$ cat src/rtl/pipe_pkg.sv
// -----------------------------------------------------------------------------
// pipe_pkg
// Shared definitions for the elastic inter-stage registers of the five-stage
// MIPS core.
//   RESET_PC_DEFAULT : PC value a stage shows after reset
//   LANE_*           : payload lane positions used by the W-stage instance
//   state_e          : occupancy state of a pipe_stage_buf
// -----------------------------------------------------------------------------
package pipe_pkg;

    localparam logic [31:0] RESET_PC_DEFAULT = 32'h0000_3000;

    localparam int LANE_ALU   = 0;
    localparam int LANE_PC    = 1;
    localparam int LANE_DM    = 2;
    localparam int LANE_INSTR = 3;
    localparam int LANE_MD    = 4;

    // EMPTY: head invalid; FULL: head valid, skid invalid; SKID: both valid
    typedef enum logic [1:0] {
        EMPTY = 2'd0,
        FULL  = 2'd1,
        SKID  = 2'd2
    } state_e;

endpackage

$ cat src/rtl/pipe_slot.sv
// -----------------------------------------------------------------------------
// pipe_slot
// One {data, flag, valid} storage entry of an elastic pipeline stage.
// Ports:
//   clk, reset : clock and synchronous active-high reset
//   load_i     : capture data_i / flag_i / valid_i (wins over clear_i)
//   clear_i    : drop valid, keep data and flags as they are
//   data_i     : payload to load
//   flag_i     : side-band flags to load
//   valid_i    : valid bit to load
//   data_o     : stored payload
//   flag_o     : stored flags
//   valid_o    : stored valid bit
// -----------------------------------------------------------------------------
module pipe_slot #(
    parameter int                DATA_W   = 32,
    parameter int                FLAG_W   = 1,
    parameter logic [DATA_W-1:0] RST_DATA = '0
) (
    input  logic              clk,
    input  logic              reset,
    input  logic              load_i,
    input  logic              clear_i,
    input  logic [DATA_W-1:0] data_i,
    input  logic [FLAG_W-1:0] flag_i,
    input  logic              valid_i,
    output logic [DATA_W-1:0] data_o,
    output logic [FLAG_W-1:0] flag_o,
    output logic              valid_o
);

    logic [DATA_W-1:0] data_q;
    logic [FLAG_W-1:0] flag_q;
    logic              valid_q;

    // Single storage entry. Load takes precedence over clear so the owner can
    // overwrite an entry in the same cycle it would otherwise drop it. A clear
    // keeps the payload so a drained stage still shows its last contents.
    always_ff @(posedge clk) begin
        if (reset) begin
            data_q  <= RST_DATA;
            flag_q  <= '0;
            valid_q <= 1'b0;
        end else if (load_i) begin
            data_q  <= data_i;
            flag_q  <= flag_i;
            valid_q <= valid_i;
        end else if (clear_i) begin
            valid_q <= 1'b0;
        end
    end

    assign data_o  = data_q;
    assign flag_o  = flag_q;
    assign valid_o = valid_q;

endmodule

$ cat src/rtl/pipe_stage_buf.sv
// -----------------------------------------------------------------------------
// pipe_stage_buf
// Elastic pipeline-stage register with valid/ready handshake, a one-entry skid
// buffer, a PC-preserving flush and a bubble counter.
// Ports:
//   clk, reset : stage clock and synchronous active-high reset
//   flush      : discard held and incoming entries this cycle
//   in_valid   : upstream presents an entry
//   in_ready   : stage can accept (registered, depends on state only)
//   in_data    : LANES x 32-bit payload, lane k at [32k+31:32k]
//   in_flag    : FLAG_W side-band flags
//   out_valid  : head entry valid
//   out_ready  : downstream consumes the head this cycle
//   out_data   : head payload
//   out_flag   : head flags, 0 when the head is a bubble
//   bubble_cnt : number of edges after which out_valid was 0
// -----------------------------------------------------------------------------
module pipe_stage_buf
    import pipe_pkg::*;
#(
    parameter int          LANES    = 5,
    parameter int          FLAG_W   = 2,
    parameter int          PC_LANE  = LANE_PC,
    parameter logic [31:0] RESET_PC = RESET_PC_DEFAULT
) (
    input  logic                  clk,
    input  logic                  reset,
    input  logic                  flush,
    input  logic                  in_valid,
    output logic                  in_ready,
    input  logic [32*LANES-1:0]   in_data,
    input  logic [FLAG_W-1:0]     in_flag,
    output logic                  out_valid,
    input  logic                  out_ready,
    output logic [32*LANES-1:0]   out_data,
    output logic [FLAG_W-1:0]     out_flag,
    output logic [31:0]           bubble_cnt
);

    localparam int                DATA_W   = 32 * LANES;
    localparam logic [DATA_W-1:0] RST_DATA = DATA_W'(RESET_PC) << (32 * PC_LANE);

    state_e            state_q;
    state_e            state_d;

    logic              accept;
    logic              pop;

    logic              headValid;
    logic [DATA_W-1:0] headData;
    logic [FLAG_W-1:0] headFlag;
    logic              skidValid;
    logic [DATA_W-1:0] skidData;
    logic [FLAG_W-1:0] skidFlag;

    logic              headLoad;
    logic              headClear;
    logic              headValid_d;
    logic [DATA_W-1:0] headData_d;
    logic [FLAG_W-1:0] headFlag_d;
    logic              skidLoad;
    logic              skidClear;

    logic [31:0]       flushPc;
    logic [DATA_W-1:0] flushData;

    logic [31:0]       bubbleCnt_q;

    assign accept = in_valid & in_ready;
    assign pop    = out_valid & out_ready;

    // State register. Reset lands in EMPTY, which makes in_ready high on the
    // very first edge after reset is released.
    always_ff @(posedge clk) begin
        if (reset) begin
            state_q <= EMPTY;
        end else begin
            state_q <= state_d;
        end
    end

    // Next-state logic. Flush always empties the stage; otherwise occupancy
    // moves up on an accept and down on a pop. SKID cannot accept because
    // in_ready is low there.
    always_comb begin
        state_d = state_q;
        if (flush) begin
            state_d = EMPTY;
        end else begin
            case (state_q)
                EMPTY: begin
                    if (accept) begin
                        state_d = FULL;
                    end
                end
                FULL: begin
                    if (accept && !pop) begin
                        state_d = SKID;
                    end else if (!accept && pop) begin
                        state_d = EMPTY;
                    end
                end
                SKID: begin
                    if (pop) begin
                        state_d = FULL;
                    end
                end
                default: begin
                    state_d = EMPTY;
                end
            endcase
        end
    end

    // The PC to keep on a flush is that of the oldest instruction being
    // dropped: the head if it holds one, else whatever is arriving, else the
    // PC already shown. All other lanes and the flags become zero.
    always_comb begin
        flushPc = headData[32*PC_LANE +: 32];
        if (!headValid && in_valid) begin
            flushPc = in_data[32*PC_LANE +: 32];
        end
        flushData = '0;
        flushData[32*PC_LANE +: 32] = flushPc;
    end

    // Output / slot-control logic. in_ready is derived from the registered
    // state only so it never sees in_valid or out_ready combinationally. The
    // slot controls steer the head either from the input, from the skid entry
    // (keeping FIFO order) or from the flush bubble.
    always_comb begin
        in_ready    = (state_q != SKID);
        headLoad    = 1'b0;
        headClear   = 1'b0;
        headValid_d = 1'b1;
        headData_d  = in_data;
        headFlag_d  = in_flag;
        skidLoad    = 1'b0;
        skidClear   = 1'b0;
        if (flush) begin
            headLoad    = 1'b1;
            headValid_d = 1'b0;
            headData_d  = flushData;
            headFlag_d  = '0;
            skidClear   = 1'b1;
        end else begin
            case (state_q)
                EMPTY: begin
                    headLoad = accept;
                end
                FULL: begin
                    if (accept && pop) begin
                        headLoad = 1'b1;
                    end else if (accept) begin
                        skidLoad = 1'b1;
                    end else if (pop) begin
                        headClear = 1'b1;
                    end
                end
                SKID: begin
                    if (pop) begin
                        headLoad    = 1'b1;
                        headValid_d = skidValid;
                        headData_d  = skidData;
                        headFlag_d  = skidFlag;
                        skidClear   = 1'b1;
                    end
                end
                default: begin
                    headClear = 1'b1;
                    skidClear = 1'b1;
                end
            endcase
        end
    end

    pipe_slot #(
        .DATA_W   (DATA_W),
        .FLAG_W   (FLAG_W),
        .RST_DATA (RST_DATA)
    ) u_head (
        .clk     (clk),
        .reset   (reset),
        .load_i  (headLoad),
        .clear_i (headClear),
        .data_i  (headData_d),
        .flag_i  (headFlag_d),
        .valid_i (headValid_d),
        .data_o  (headData),
        .flag_o  (headFlag),
        .valid_o (headValid)
    );

    pipe_slot #(
        .DATA_W   (DATA_W),
        .FLAG_W   (FLAG_W),
        .RST_DATA ('0)
    ) u_skid (
        .clk     (clk),
        .reset   (reset),
        .load_i  (skidLoad),
        .clear_i (skidClear),
        .data_i  (in_data),
        .flag_i  (in_flag),
        .valid_i (1'b1),
        .data_o  (skidData),
        .flag_o  (skidFlag),
        .valid_o (skidValid)
    );

    // Bubble counter. The post-edge head is invalid exactly when the next
    // state is EMPTY, flush edges included. The reset edge itself only clears.
    always_ff @(posedge clk) begin
        if (reset) begin
            bubbleCnt_q <= '0;
        end else if (state_d == EMPTY) begin
            bubbleCnt_q <= bubbleCnt_q + 32'd1;
        end
    end

    assign out_valid  = headValid;
    assign out_data   = headData;
    assign out_flag   = headValid ? headFlag : '0;
    assign bubble_cnt = bubbleCnt_q;

endmodule

$ cat config.mk
export PLATFORM = sky130hd
export DESIGN_NAME = pipe_stage_buf
export DESIGN_NICKNAME = d
export VERILOG_FILES = /design/src/rtl/pipe_pkg.sv /design/src/rtl/pipe_slot.sv /design/src/rtl/pipe_stage_buf.sv
export SDC_FILE = /design/constraint.sdc
export NUM_CORES = 1
export LEC_CHECK = 0
export CELL_PAD_IN_SITES_DETAIL_PLACEMENT = 0
export CELL_PAD_IN_SITES_GLOBAL_PLACEMENT = 1
export CORE_UTILIZATION = 37
export CTS_CLUSTER_DIAMETER = 40
export DETAILED_ROUTE_END_ITERATION = 16
export GPL_TIMING_DRIVEN = 0
export PLACE_DENSITY = 0.79
export SYNTH_ARGS = -nofsm -noshare
export SYNTH_HDL_FRONTEND = slang
export SYNTH_SLANG_ARGS = --single-unit
$ cat constraint.sdc
create_clock -name clk -period 2.8 [get_ports clk]
set_clock_uncertainty 0.15 [all_clocks]
set_input_delay 0.84 -clock clk [delete_from_list [all_inputs] [get_ports clk]]
set_output_delay 0.84 -clock clk [all_outputs]
set_load 0.01 [all_outputs]
==> run_results.csv <==
group,metric,value,unit
hold_path,whs_endpoint,"u_skid.data_o[143]$_SDFFE_PP0P_",
sta,setup_violations,0,
worst_setup_path,r2r_cells,7,
placement,gp_congestion,0.868,
finish,area_growth,40.2,%
clocking,clk_pin_slew,0.05,ns
worst_setup_path,crit_start,"in_valid",
logic_synthesis,synth_flop_cell,"dfxtp_1",
pwr,power_frac_seq,38.1,%
logic_synthesis,synth_top_family_by_area,"compound AO/OA/AOI/OAI gates",
floorplanning,dieArea,44000,µm²
finish,final_util,53.0,%
pwr,p_sw,3.50,mW
floorplanning,rows,75,
routing,drt_iter0_markers,1281,
clocking,cts_buffers,59,
floorplanning,die_h,210,µm
routing,topRoutingLayerUsed,"met4",
routing,wl_per_cell,20.1,µm
logic_synthesis,synth_top_cell_by_area,"dfxtp_1",
worst_setup_path,rr_startpoint,"state_q[0]$_SDFF_PP0_",
floorplanning,core,42200,µm²
logic_synthesis,yosys_warnings,0,
finish,layout_commonest_cell,"nand2_1",
sta,rsz0062_at_grt,"yes",
logic_synthesis,syn-num-nets,2068,
routing,firstDrtPassIters,5,
clocking,ctsLongestPathBuffers,3,
pwr,clock_power_share,51.8,%
logic_synthesis,netlist_top_cells_area,"dfxtp_1, mux2_2, a21oi_1, nand2_1, o211ai_1",
sta,min_period,2.75,ns
floorplanning,dieWidth,210,µm
global_routing,grt_pass1_wl,89.7,mm
routing,wl_met3,3.93,mm
logic_synthesis,yosysUniqueCellTypes,42,
sta,slew_viol_final,0,
clocking,cts_tree,"yes",
worst_setup_path,r2r_setup_slack,0.27,ns
logic_synthesis,synth-seq-area-share,45.1,%
pwr,powerDensity,630,nW/µm²
logic_synthesis,synth_adder_area_share,0.0784,%
global_routing,globalRouteTotalUtil,26.0,%
hold_path,hold_depth,2,
global_routing,antenna_found_initial,8,
routing,wl_met1,26.5,mm
logic_synthesis,synth_xor_area_share,0.0549,%
routing,wirelength,58.7,mm
finish,final_nets,2491,
floorplanning,start_util,37.8,%
job,max_cap_viol_count,0,
sta,slew_headroom,46.7,%
placement,io_buffers,360,
logic_synthesis,synth_top_area_share,45.1,%
logic_synthesis,synth.avg_cell_area,8.40,µm²
worst_setup_path,crit-reg2reg-capture,"u_head.data_o[10]$_SDFFE_PP0P_",
logic_synthesis,synth_compound_area_share,20.2,%
sta,hold_ws,0.300,ns
clocking,numClockSinks,360,
clocking,cts_root_buffer,"clkbuf_16",
hold_path,hp-start,"u_skid.data_o[143]$_SDFFE_PP0P_",
sta,worstMarginPinSlew,0.800,ns
logic_synthesis,synthMuxAreaShare,10.0,%
placement,dp_hpwl,42.5,mm
pwr,combPwrFrac,10.1,%
logic_synthesis,synth-edff-count,0,
worst_setup_path,critPathMaxFanout,10,
global_routing,overflow,0,
sta,hold_viol,0,
hold_path,hp-class,"register to register",
routing,routed-via-count,16200,
logic_synthesis,synthCells,1900,
worst_setup_path,cp-end-kind,"register",
finish,drive_above_1_share,14.7,%
worst_setup_path,cp.required,3.16,ns
sta,finalCritPeriodShare,98.1,%
worst_setup_path,cp.arrival,3.11,ns
global_routing,grt_pass1_vias,15700,
logic_synthesis,async_reset_ff_share,0,%
logic_synthesis,synthSimpleGateAreaFrac,19.0,%
floorplanning,ios,363,
routing,vias_per_cell,5.54,
pwr,swShare,24.9,%
global_routing,grt_start_max_net_pins,15,
logic_synthesis,netlist_area,16000,µm²
clocking,ctsHtreeMaxLevel,2,
routing,wl_met2,26.3,mm
finish,final_cell_mix,"nand2_1, dfxtp_1, clkdlybuf4s50_1",
routing,drcViolationCount,0,
clocking,worst_skew_pair.late_latency,0.60,ns
worst_setup_path,crit_type,"input port to register",
routing,ant_nets,0,
status,outcome,"finished clean",
pwr,intPower,10.6,mW
pwr,ir_worst_vdd,0.447,mV
pwr,p_leak,7.41,nW
sta,max_freq,0.364,GHz
worst_setup_path,worst_setup_path_start_kind,"input port",
logic_synthesis,synth-seq-cells,360,
cell families after synthesis:
| logic type | after synthesis |
|---|---|
| AO/OA/AOI/OAI | 540 |
| XOR/XNOR | 1 |
| adder cells (fa/ha/maj) | 1 |
| buffers and inverters | 215 |
| flip-flops | 360 |
| multiplexers | 142 |
| AND/OR/NAND/NOR | 641 |
sequential cells by signal, indices dropped and copies added (netlist names):
| signal | cells |
|---|---|
| u_skid.data_o | 160 |
| u_head.flag_o | 2 |
| bubble_cnt | 32 |
| u_skid.valid_o | 1 |
| u_head.valid_o | 1 |
| state_q | 2 |
| u_skid.flag_o | 2 |
| u_head.data_o | 160 |
metal layers:
| layer | GRT usage [%] | vias to the layer above |
|---|---|---|
| li1 | - | 7780 |
| met1 | 35.1 | 7728 |
| met2 | 40.1 | 550 |
| met3 | 5.43 | 101 |
| met4 | 11.3 | 0 |
| met5 | 0 | - |
metrics by stage:
step	TNS (ns)	cell area [µm²]	std cells	setup WS, ns	power [mW]
2_1_floorplan	0	16000	1900	0.347	6.10
3_3_place_gp	-251.98	20200	2799	-0.880	6.86
3_5_place_dp	-269.05	20200	2799	-0.942	6.88
4_1_cts	0	22300	2909	0.00771	14.2
5_1_grt	-0.0316	22400	2915	-0.0246	14.6
6_report	0	22400	2918	0.0539	14.1
worst max-delay path by stage:
| stage | endpoint | slack, ns | cells after the start |
|---|---|---|---|
| floorplan | u_head.valid_o$_SDFFE_PP0P_ | 0.35 | 8 |
| global placement | u_skid.data_o[84]$_SDFFE_PP0P_ | -0.88 | 8 |
| detailed placement | u_skid.data_o[80]$_SDFFE_PP0P_ | -0.94 | 8 |
| CTS | in_ready | 0.008 | 4 |
| global route | u_head.data_o[42]$_SDFFE_PP0P_ | -0.02 | 7 |
| finish | u_head.data_o[88]$_SDFFE_PP0P_ | 0.05 | 8 |
worst max-delay path: stages:
cell,delay (ns)
clkdlybuf4s50_1,0.57
nand2b_1,0.07
buf_2,0.18
nor2_2,0.33
clkbuf_4,0.37
clkbuf_1,0.39
o211ai_1,0.14
a21oi_1,0.20
power by group through the flow:
stage	logic (mW)	registers, mW	clock network, mW
after global routing	1.53	5.38	7.65
after detailed placement	1.41	5.47	0
after floorplan	0.596	5.51	0
final	1.43	5.37	7.30
after global placement	1.39	5.47	0
after CTS	1.42	5.37	7.40
cells in the mapped netlist (2+ instances only):
cell type and instances:
nand2b_1 2, nor2b_1 14, clkbuf_1 146, nor2_1 16, nor3_1 34, or3_1 11, dfxtp_1 360, o21ai_0 39
a21oi_1 316, a311oi_1 30, buf_2 57, and4_1 3, nand2_1 373, nand3_1 6, a2bb2oi_1 2, or4_1 15
inv_1 5, nor4_1 11, and2_1 4, or2_2 2, o31ai_1 12, buf_1 6, nand4_1 141, o21bai_1 3
mux2_2 141, and3_1 5, o211ai_1 131
what timing repair did:
action	CTS	global route
hold buffers	0	0
setup endpoints to repair	301	192
resized for setup	17	52
pin swaps	1	0
buffers inserted	3	0
final cells by class:
class	count	area [µm²]
inverter	5	18.8
antenna	9	22.5
buffer	209	915
clock inverter	31	302
clock buffer	77	1710
sequential	360	7210
tap	539	674
multi-input combinational	1325	7910
fill	3975	19900
timing repair buffer	363	3620
No activity file was read; power rests on OpenSTA's default activity.
